### src/rtl/mem_stage_pkg.sv
// rtl/mem_stage_pkg.sv - shared pipeline codes and the M-stage register layout
package mem_stage_pkg;

    // Memory operation codes carried from E into M; 9-15 decode as no access
    localparam logic [3:0] MEMOP_NONE = 4'd0;
    localparam logic [3:0] MEMOP_LW   = 4'd1;
    localparam logic [3:0] MEMOP_LH   = 4'd2;
    localparam logic [3:0] MEMOP_LHU  = 4'd3;
    localparam logic [3:0] MEMOP_LB   = 4'd4;
    localparam logic [3:0] MEMOP_LBU  = 4'd5;
    localparam logic [3:0] MEMOP_SW   = 4'd6;
    localparam logic [3:0] MEMOP_SH   = 4'd7;
    localparam logic [3:0] MEMOP_SB   = 4'd8;

    // Register-file write-data source for the instruction held in M
    localparam logic [1:0] WDSEL_MEM = 2'b00;
    localparam logic [1:0] WDSEL_ALU = 2'b01;
    localparam logic [1:0] WDSEL_PC  = 2'b10;
    localparam logic [1:0] WDSEL_MD  = 2'b11;

    // Everything the M stage remembers about its instruction
    typedef struct packed {
        logic [31:0] result;
        logic [31:0] rt;
        logic [31:0] pcn;
        logic [31:0] op;
        logic [31:0] md;
        logic [4:0]  a3;
        logic        regwrite;
        logic [3:0]  mem_op;
    } m_stage_t;

endpackage

### src/rtl/mem_stage_if.sv
// rtl/mem_stage_if.sv - data-memory port between the M stage and the data RAM
interface mem_stage_if;
    logic [31:0] m_data_addr;
    logic [31:0] m_data_wdata;
    logic [3:0]  m_data_byteen;
    logic [31:0] m_data_rdata;

    modport master (
        output m_data_addr,
        output m_data_wdata,
        output m_data_byteen,
        input  m_data_rdata
    );

    modport slave (
        input  m_data_addr,
        input  m_data_wdata,
        input  m_data_byteen,
        output m_data_rdata
    );
endinterface

### src/rtl/mem_lane_unit.sv
// rtl/mem_lane_unit.sv - byte enables, store lane replication, load extension (MEM_ALIGN_CHECK_EN)
module mem_lane_unit
    import mem_stage_pkg::*;
(
    input  logic [3:0]  mem_op,
    input  logic [1:0]  addr_lo,
    input  logic [31:0] store_data,
    input  logic [31:0] rdata,
    output logic [3:0]  byteen,
    output logic [31:0] wdata,
    output logic [31:0] load_data
);

    logic [15:0] half_sel;
    logic [7:0]  byte_sel;
    logic        misaligned;

    // Pick the addressed lanes, then shape store data / enables and extend loads
    always_comb begin
        byteen     = 4'b0000;
        wdata      = store_data;
        load_data  = 32'd0;
        misaligned = 1'b0;

        half_sel = addr_lo[1] ? rdata[31:16] : rdata[15:0];
        case (addr_lo)
            2'd0:    byte_sel = rdata[7:0];
            2'd1:    byte_sel = rdata[15:8];
            2'd2:    byte_sel = rdata[23:16];
            default: byte_sel = rdata[31:24];
        endcase

`ifdef MEM_ALIGN_CHECK_EN
        case (mem_op)
            MEMOP_LW, MEMOP_SW:            misaligned = (addr_lo != 2'd0);
            MEMOP_LH, MEMOP_LHU, MEMOP_SH: misaligned = addr_lo[0];
            default:                       misaligned = 1'b0;
        endcase
`endif

        case (mem_op)
            MEMOP_LW:  load_data = rdata;
            MEMOP_LH:  load_data = {{16{half_sel[15]}}, half_sel};
            MEMOP_LHU: load_data = {16'd0, half_sel};
            MEMOP_LB:  load_data = {{24{byte_sel[7]}}, byte_sel};
            MEMOP_LBU: load_data = {24'd0, byte_sel};
            MEMOP_SW:  byteen = 4'b1111;
            MEMOP_SH: begin
                byteen = addr_lo[1] ? 4'b1100 : 4'b0011;
                wdata  = {2{store_data[15:0]}};
            end
            MEMOP_SB: begin
                byteen = 4'b0001 << addr_lo;
                wdata  = {4{store_data[7:0]}};
            end
            default: ;
        endcase

        // A misaligned access neither writes nor returns data
        if (misaligned) begin
            byteen    = 4'b0000;
            load_data = 32'd0;
        end
    end

endmodule

### src/rtl/mem_stage.sv
// rtl/mem_stage.sv - pipeline M stage: E/M register, data-memory access, forwarding (MEM_ALIGN_CHECK_EN)
module mem_stage
    import mem_stage_pkg::*;
(
    input  logic                clk,
    input  logic                reset,
    input  logic [31:0]         result_E_o,
    input  logic [31:0]         rt_E_o,
    input  logic [31:0]         PCn_E_o,
    input  logic [31:0]         OP_E_o,
    input  logic [4:0]          A3_E_o,
    input  logic                regWrite_E_o,
    input  logic [31:0]         md_E_o,
    input  logic [3:0]          memOp_E_o,
    input  logic [1:0]          GRF_WDsel,
    input  logic [31:0]         W_forward,
    input  logic [4:0]          W_A3,
    input  logic                W_regWrite,
    mem_stage_if.master         dmem,
    output logic [31:0]         memory_M_o,
    output logic [31:0]         result_M_o,
    output logic [31:0]         md_M_o,
    output logic [31:0]         PCn_M_o,
    output logic [31:0]         OP_M_o,
    output logic [4:0]          A3_M_o,
    output logic                regWrite_M_o,
    output logic [31:0]         M_forward
);

    m_stage_t    stage_d;
    m_stage_t    stage_q;
    logic [31:0] store_data;

    // Next E/M register contents; reset clears the whole stage, cancelling any pending store
    always_comb begin
        stage_d = '0;
        if (!reset) begin
            stage_d.result   = result_E_o;
            stage_d.rt       = rt_E_o;
            stage_d.pcn      = PCn_E_o;
            stage_d.op       = OP_E_o;
            stage_d.md       = md_E_o;
            stage_d.a3       = A3_E_o;
            stage_d.regwrite = regWrite_E_o;
            stage_d.mem_op   = memOp_E_o;
        end
    end

    // E/M pipeline register
    always_ff @(posedge clk) begin
        stage_q <= stage_d;
    end

    // Store data bypass from W: lets a load immediately followed by a dependent store proceed without a stall
    always_comb begin
        store_data = stage_q.rt;
        if (W_regWrite && (W_A3 != 5'd0) && (W_A3 == stage_q.op[20:16])) begin
            store_data = W_forward;
        end
    end

    mem_lane_unit u_lane (
        .mem_op     (stage_q.mem_op),
        .addr_lo    (stage_q.result[1:0]),
        .store_data (store_data),
        .rdata      (dmem.m_data_rdata),
        .byteen     (dmem.m_data_byteen),
        .wdata      (dmem.m_data_wdata),
        .load_data  (memory_M_o)
    );

    // Value offered to earlier stages; load data is not yet known here, so it forwards 0
    always_comb begin
        M_forward = 32'd0;
        case (GRF_WDsel)
            WDSEL_ALU: M_forward = stage_q.result;
            WDSEL_PC:  M_forward = stage_q.pcn + 32'd4;
            WDSEL_MD:  M_forward = stage_q.md;
            default:   M_forward = 32'd0;
        endcase
    end

    assign dmem.m_data_addr = stage_q.result;
    assign result_M_o       = stage_q.result;
    assign md_M_o           = stage_q.md;
    assign PCn_M_o          = stage_q.pcn;
    assign OP_M_o           = stage_q.op;
    assign A3_M_o           = stage_q.a3;
    assign regWrite_M_o     = stage_q.regwrite;

endmodule

### src/flat_wrapper.sv
// flat-port wrapper written by rule: the top's interface ports become plain ports
module mem_stage_flat import mem_stage_pkg::*;
  (clk, reset, result_E_o, rt_E_o, PCn_E_o, OP_E_o, A3_E_o, regWrite_E_o, md_E_o, memOp_E_o, GRF_WDsel, W_forward, W_A3, W_regWrite, memory_M_o, result_M_o, md_M_o, PCn_M_o, OP_M_o, A3_M_o, regWrite_M_o, M_forward, dmem_m_data_addr, dmem_m_data_wdata, dmem_m_data_byteen, dmem_m_data_rdata);
  mem_stage_if dmem_i ();
  input  logic clk;
  input  logic reset;
  input  logic [31:0] result_E_o;
  input  logic [31:0] rt_E_o;
  input  logic [31:0] PCn_E_o;
  input  logic [31:0] OP_E_o;
  input  logic [4:0] A3_E_o;
  input  logic regWrite_E_o;
  input  logic [31:0] md_E_o;
  input  logic [3:0] memOp_E_o;
  input  logic [1:0] GRF_WDsel;
  input  logic [31:0] W_forward;
  input  logic [4:0] W_A3;
  input  logic W_regWrite;
  output logic [31:0] memory_M_o;
  output logic [31:0] result_M_o;
  output logic [31:0] md_M_o;
  output logic [31:0] PCn_M_o;
  output logic [31:0] OP_M_o;
  output logic [4:0] A3_M_o;
  output logic regWrite_M_o;
  output logic [31:0] M_forward;
  output wire logic [$bits(dmem_i.m_data_addr)-1:0] dmem_m_data_addr;
  output wire logic [$bits(dmem_i.m_data_wdata)-1:0] dmem_m_data_wdata;
  output wire logic [$bits(dmem_i.m_data_byteen)-1:0] dmem_m_data_byteen;
  input wire logic [$bits(dmem_i.m_data_rdata)-1:0] dmem_m_data_rdata;
  assign dmem_m_data_addr = dmem_i.m_data_addr;
  assign dmem_m_data_wdata = dmem_i.m_data_wdata;
  assign dmem_m_data_byteen = dmem_i.m_data_byteen;
  assign dmem_i.m_data_rdata = dmem_m_data_rdata;
  mem_stage u_core (.clk(clk), .reset(reset), .result_E_o(result_E_o), .rt_E_o(rt_E_o), .PCn_E_o(PCn_E_o), .OP_E_o(OP_E_o), .A3_E_o(A3_E_o), .regWrite_E_o(regWrite_E_o), .md_E_o(md_E_o), .memOp_E_o(memOp_E_o), .GRF_WDsel(GRF_WDsel), .W_forward(W_forward), .W_A3(W_A3), .W_regWrite(W_regWrite), .dmem(dmem_i), .memory_M_o(memory_M_o), .result_M_o(result_M_o), .md_M_o(md_M_o), .PCn_M_o(PCn_M_o), .OP_M_o(OP_M_o), .A3_M_o(A3_M_o), .regWrite_M_o(regWrite_M_o), .M_forward(M_forward));
endmodule
### config.mk
export PLATFORM = sky130hd
export DESIGN_NAME = mem_stage_flat
export DESIGN_NICKNAME = d
export VERILOG_FILES = /design/src/rtl/mem_stage_pkg.sv /design/src/rtl/mem_stage_if.sv /design/src/rtl/mem_lane_unit.sv /design/src/rtl/mem_stage.sv /design/src/flat_wrapper.sv
export SDC_FILE = /design/constraint.sdc
export NUM_CORES = 1
export LEC_CHECK = 0
export CORE_AREA = 2 2 197 199
export DETAILED_ROUTE_END_ITERATION = 10
export DIE_AREA = 0 0 199 201
export PLACE_DENSITY = 0.57
export SYNTH_ARGS = -nofsm -noshare
export SYNTH_HDL_FRONTEND = slang
export SYNTH_SLANG_ARGS = --single-unit
### constraint.sdc
create_clock -name clk -period 2.1 [get_ports clk]
set_clock_uncertainty 0.05 [all_clocks]
set_input_delay 0.21 -clock clk [delete_from_list [all_inputs] [get_ports clk]]
set_output_delay 0.21 -clock clk [all_outputs]
set_load 0.1 [all_outputs]
==> results of run 1 <==
## worst max-delay path: stages, from the launching register on
cell and delay (ns):
dfxtp_2 0.35, xnor2_2 0.16, nand3_2 0.12, a211oi_4 0.29, buf_12 0.19, buf_12 0.16
mux2_1 0.37, o221ai_4 0.09, buf_12 0.20
## synthesized netlist by cell type, types with 9 or more instances
master	n	area share (%)
clkbuf_1	32	1.4
nand4_1	9	0.67
xnor2_1	13	1.4
inv_1	12	0.53
a21o_1	16	1.4
nor2b_1	171	13
buf_4	165	15
mux2i_1	40	4.8
mux2_2	19	2.5
a22o_1	14	1.5
o21ai_0	32	1.9
nand2_1	71	3.2
nand3_1	13	0.77
dfxtp_1	170	40
a22oi_1	12	1.1
xor2_1	19	2.0
## what timing repair did
action                                  4_1_cts  5_1_grt
endpoints found under the setup margin       94       95
cloned                                        4        2
resized for setup                           135       47
setup buffers                                23       14
pin swaps                                    54       50
## report_power, final
part | switching (mW) | internal, mW
combinational | 3.15 | 1.77
clock | 1.57 | 1.58
sequential | 0.128 | 3.40
## layer usage
metal	wire length, um	vias up	track usage, %
met4	855	0	6.29
met2	18100	288	30.2
li1	-	3718	-
met5	0	-	0
met1	13600	3679	19.6
met3	2510	37	5.02
## cell usage in the layout, fill, tap and decap left out, drive strengths merged, types with 4 or more instances in the layout
| cell | count |
|---|---|
| clkbuf | 20 |
| clkinv | 6 |
| nor2 | 8 |
| o21ai | 32 |
| buf | 405 |
| a22o | 14 |
| nand2 | 71 |
| a22oi | 12 |
| and3 | 4 |
| clkdlybuf4s50 | 240 |
| nor2b | 171 |
| mux2i | 40 |
| and2 | 4 |
| xnor2 | 13 |
| o221ai | 8 |
| a21o | 16 |
| inv | 18 |
| dfxtp | 170 |
| nand3 | 13 |
| mux4 | 7 |
| nand4 | 9 |
| mux2 | 27 |
| a221o | 7 |
| xor2 | 19 |
## sequential cells by signal, indices dropped and copies added (netlist names)
signal                   flops
u_core.A3_M_o                5
u_core.OP_M_o               32
u_core.PCn_M_o              32
u_core.dmem.m_data_addr     32
u_core.md_M_o               32
u_core.regWrite_M_o          1
u_core.stage_q              36
## layout make-up
| class | count | area share (%) |
|---|---|---|
| multi-input combinational | 499 | 29.2 |
| clock buffer | 17 | 2.51 |
| clock inverter | 15 | 0.895 |
| tap | 518 | 3.83 |
| inverter | 12 | 0.355 |
| timing repair buffer | 649 | 42.9 |
| sequential | 170 | 20.3 |
## kinds of logic (layout without fill, tap and decap cells)
group,count (synthesis),count (layout),share of synthesized area [%]
adders and majority gates,1,1,0.148
and+or+nand+nor,295,295,19.8
muxes,74,74,10.2
buffers and inverters,223,693,17.9
DFF,170,170,40.4
xor gates and xnor gates,32,32,3.33
AOI/OAI and AO/OA,97,97,8.29
## stage by stage
stage               power [mW]  worst slack, ns
floorplan                 6.80           -0.637
global placement          8.32           -0.546
detailed placement        8.33           -0.584
CTS                       11.7           -0.542
global route              12.0           -0.680
finish                    11.6           -0.565
## worst max path at each step
stage                     cells past startpoint         startpoint               endpoint  slack (ns)
final                                         8  u_core.OP_M_o[17]  dmem_m_data_wdata[25]       -0.56
after global routing                          9  u_core.OP_M_o[17]  dmem_m_data_wdata[29]       -0.68
after CTS                                     9  u_core.OP_M_o[17]  dmem_m_data_wdata[25]       -0.54
after detailed placement                      9            W_A3[1]  dmem_m_data_wdata[28]       -0.58
after global placement                        9            W_A3[1]  dmem_m_data_wdata[28]       -0.55
after floorplan                               5  u_core.stage_q[1]          memory_M_o[3]       -0.64
==> flow_summary.ini, run 1 <==
[layout]
post-route-util_pct = 44.4
fillers = 3622
fin_area_sq_mm = 0.0169
final_cells = 1880
regArea_sq_mm = 0.00343
area_growth_syn_to_layout_pct = 101
n_antenna_cell = 0
multi_input_area_sq_mm = 0.00494
nets = 1594
drive_gt1_share_pct = 48.8

[route]
wl_per_cell_um = 18.7
vias = 7722
finalWirelength_um = 35100
drt_iter0_drc = 249
firstDrtPassIters = 4
drc = 0
via_per_inst = 4.11
ant_nets = 0

[timing]
slew_violations = 0
worst_pin_slew_ns = 0.546
postLayoutSetupSlackWorst_ns = -0.565
setup_tns_ns = -34.41
timing.final.hold_violations = 0
hold_ws_ns = 0.145
min_period_ns = 2.66
period_share_pct = 127
relSlewSlack_pct = 63.6
fmax_ghz = 0.375
rsz0062_at_grt = true
finalSetupViolCount = 95

[logic_synthesis]
syn_area_sq_mm = 0.00842
synth_cell_types = 46
synth-edff-count = 0
syn_avg_cell_area_sq_um = 9.44
yosysWarnings = 0
ys_seq_elements = 170
synth_nets = 1137
synth_ff_type = dfxtp_1
syn_inst = 892
ys_seq_area_share_pct = 40.4
synthArstFlopShare_pct = 0

[clock_tree]
clk_root_buffer_cell = clkbuf_16
cts_tree = done
holdBufCountCts = 0
cts_buffer_depth = 2
clk_pin_slew_ns = 0.08
htreeDepth = 4
cts_buffers = 17
cts.sinks = 170

[min_path]
hold_depth = 2
hold_path_startpoint = reset
min_path_type = in2reg
hold-path-endpoint = u_core.OP_M_o[28]

[setup_path]
worstPathMaxFanout = 9
required_ns = 1.84
worstSetupStartpointType = flop
critical_path_class = reg2out
critPathCaptureType = primary output
cp.arrival_ns = 2.40

[grt]
grt_max_degree = 56
antenna_found_initial = 1
grt_pass1_wl_um = 50400
gr-total-overflow = 0
grt_pass1_vias = 8107
grt.total_usage_pct = 17.2

[placement]
dpl_cell_area_sq_mm = 0.0151
gp_congestion = 0.886
dpl.hpwl_um = 27800
dp.cells = 1811
numPortBuffers = 509

[floorplanning]
core-area_sq_mm = 0.0381
die-area_sq_mm = 0.0400
die_w_um = 199
num_io_pins = 510
rows = 72
initial_utilization_pct = 22.1
die_h_um = 201

[power_and_ir_drop]
power_leakage_nw = 6.92
ir_worst_vdd_mv = 0.552
powerDensity_mw_per_mm2 = 685

[status]
status = finished, violations left
violations = setup timing

[flow_run]
maxCapViolations = 0
No activity file was read; power rests on OpenSTA's default activity.
==> run 2: changes to the inputs <==
--- a/config.mk
+++ b/config.mk
@@ -6,6 +6,7 @@
 export NUM_CORES = 1
 export LEC_CHECK = 0
 export CORE_AREA = 2 2 197 199
+export CTS_BUF_LIST = sky130_fd_sc_hd__clkbuf_4 sky130_fd_sc_hd__clkbuf_8 sky130_fd_sc_hd__clkbuf_16
 export DETAILED_ROUTE_END_ITERATION = 10
 export DIE_AREA = 0 0 199 201
 export PLACE_DENSITY = 0.57
==> results of run 2 <==
The final DEF is identical to that of run 1; final timing and power are the same.
==> run 3: changes to the inputs <==
--- a/config.mk
+++ b/config.mk
@@ -7,6 +7,7 @@
 export LEC_CHECK = 0
 export CORE_AREA = 2 2 197 199
 export CTS_BUF_LIST = sky130_fd_sc_hd__clkbuf_4 sky130_fd_sc_hd__clkbuf_8 sky130_fd_sc_hd__clkbuf_16
+export CTS_CLUSTER_DIAMETER = 100
 export DETAILED_ROUTE_END_ITERATION = 10
 export DIE_AREA = 0 0 199 201
 export PLACE_DENSITY = 0.57
==> results of run 3 <==
The final DEF is identical to that of run 1; final timing and power are the same.
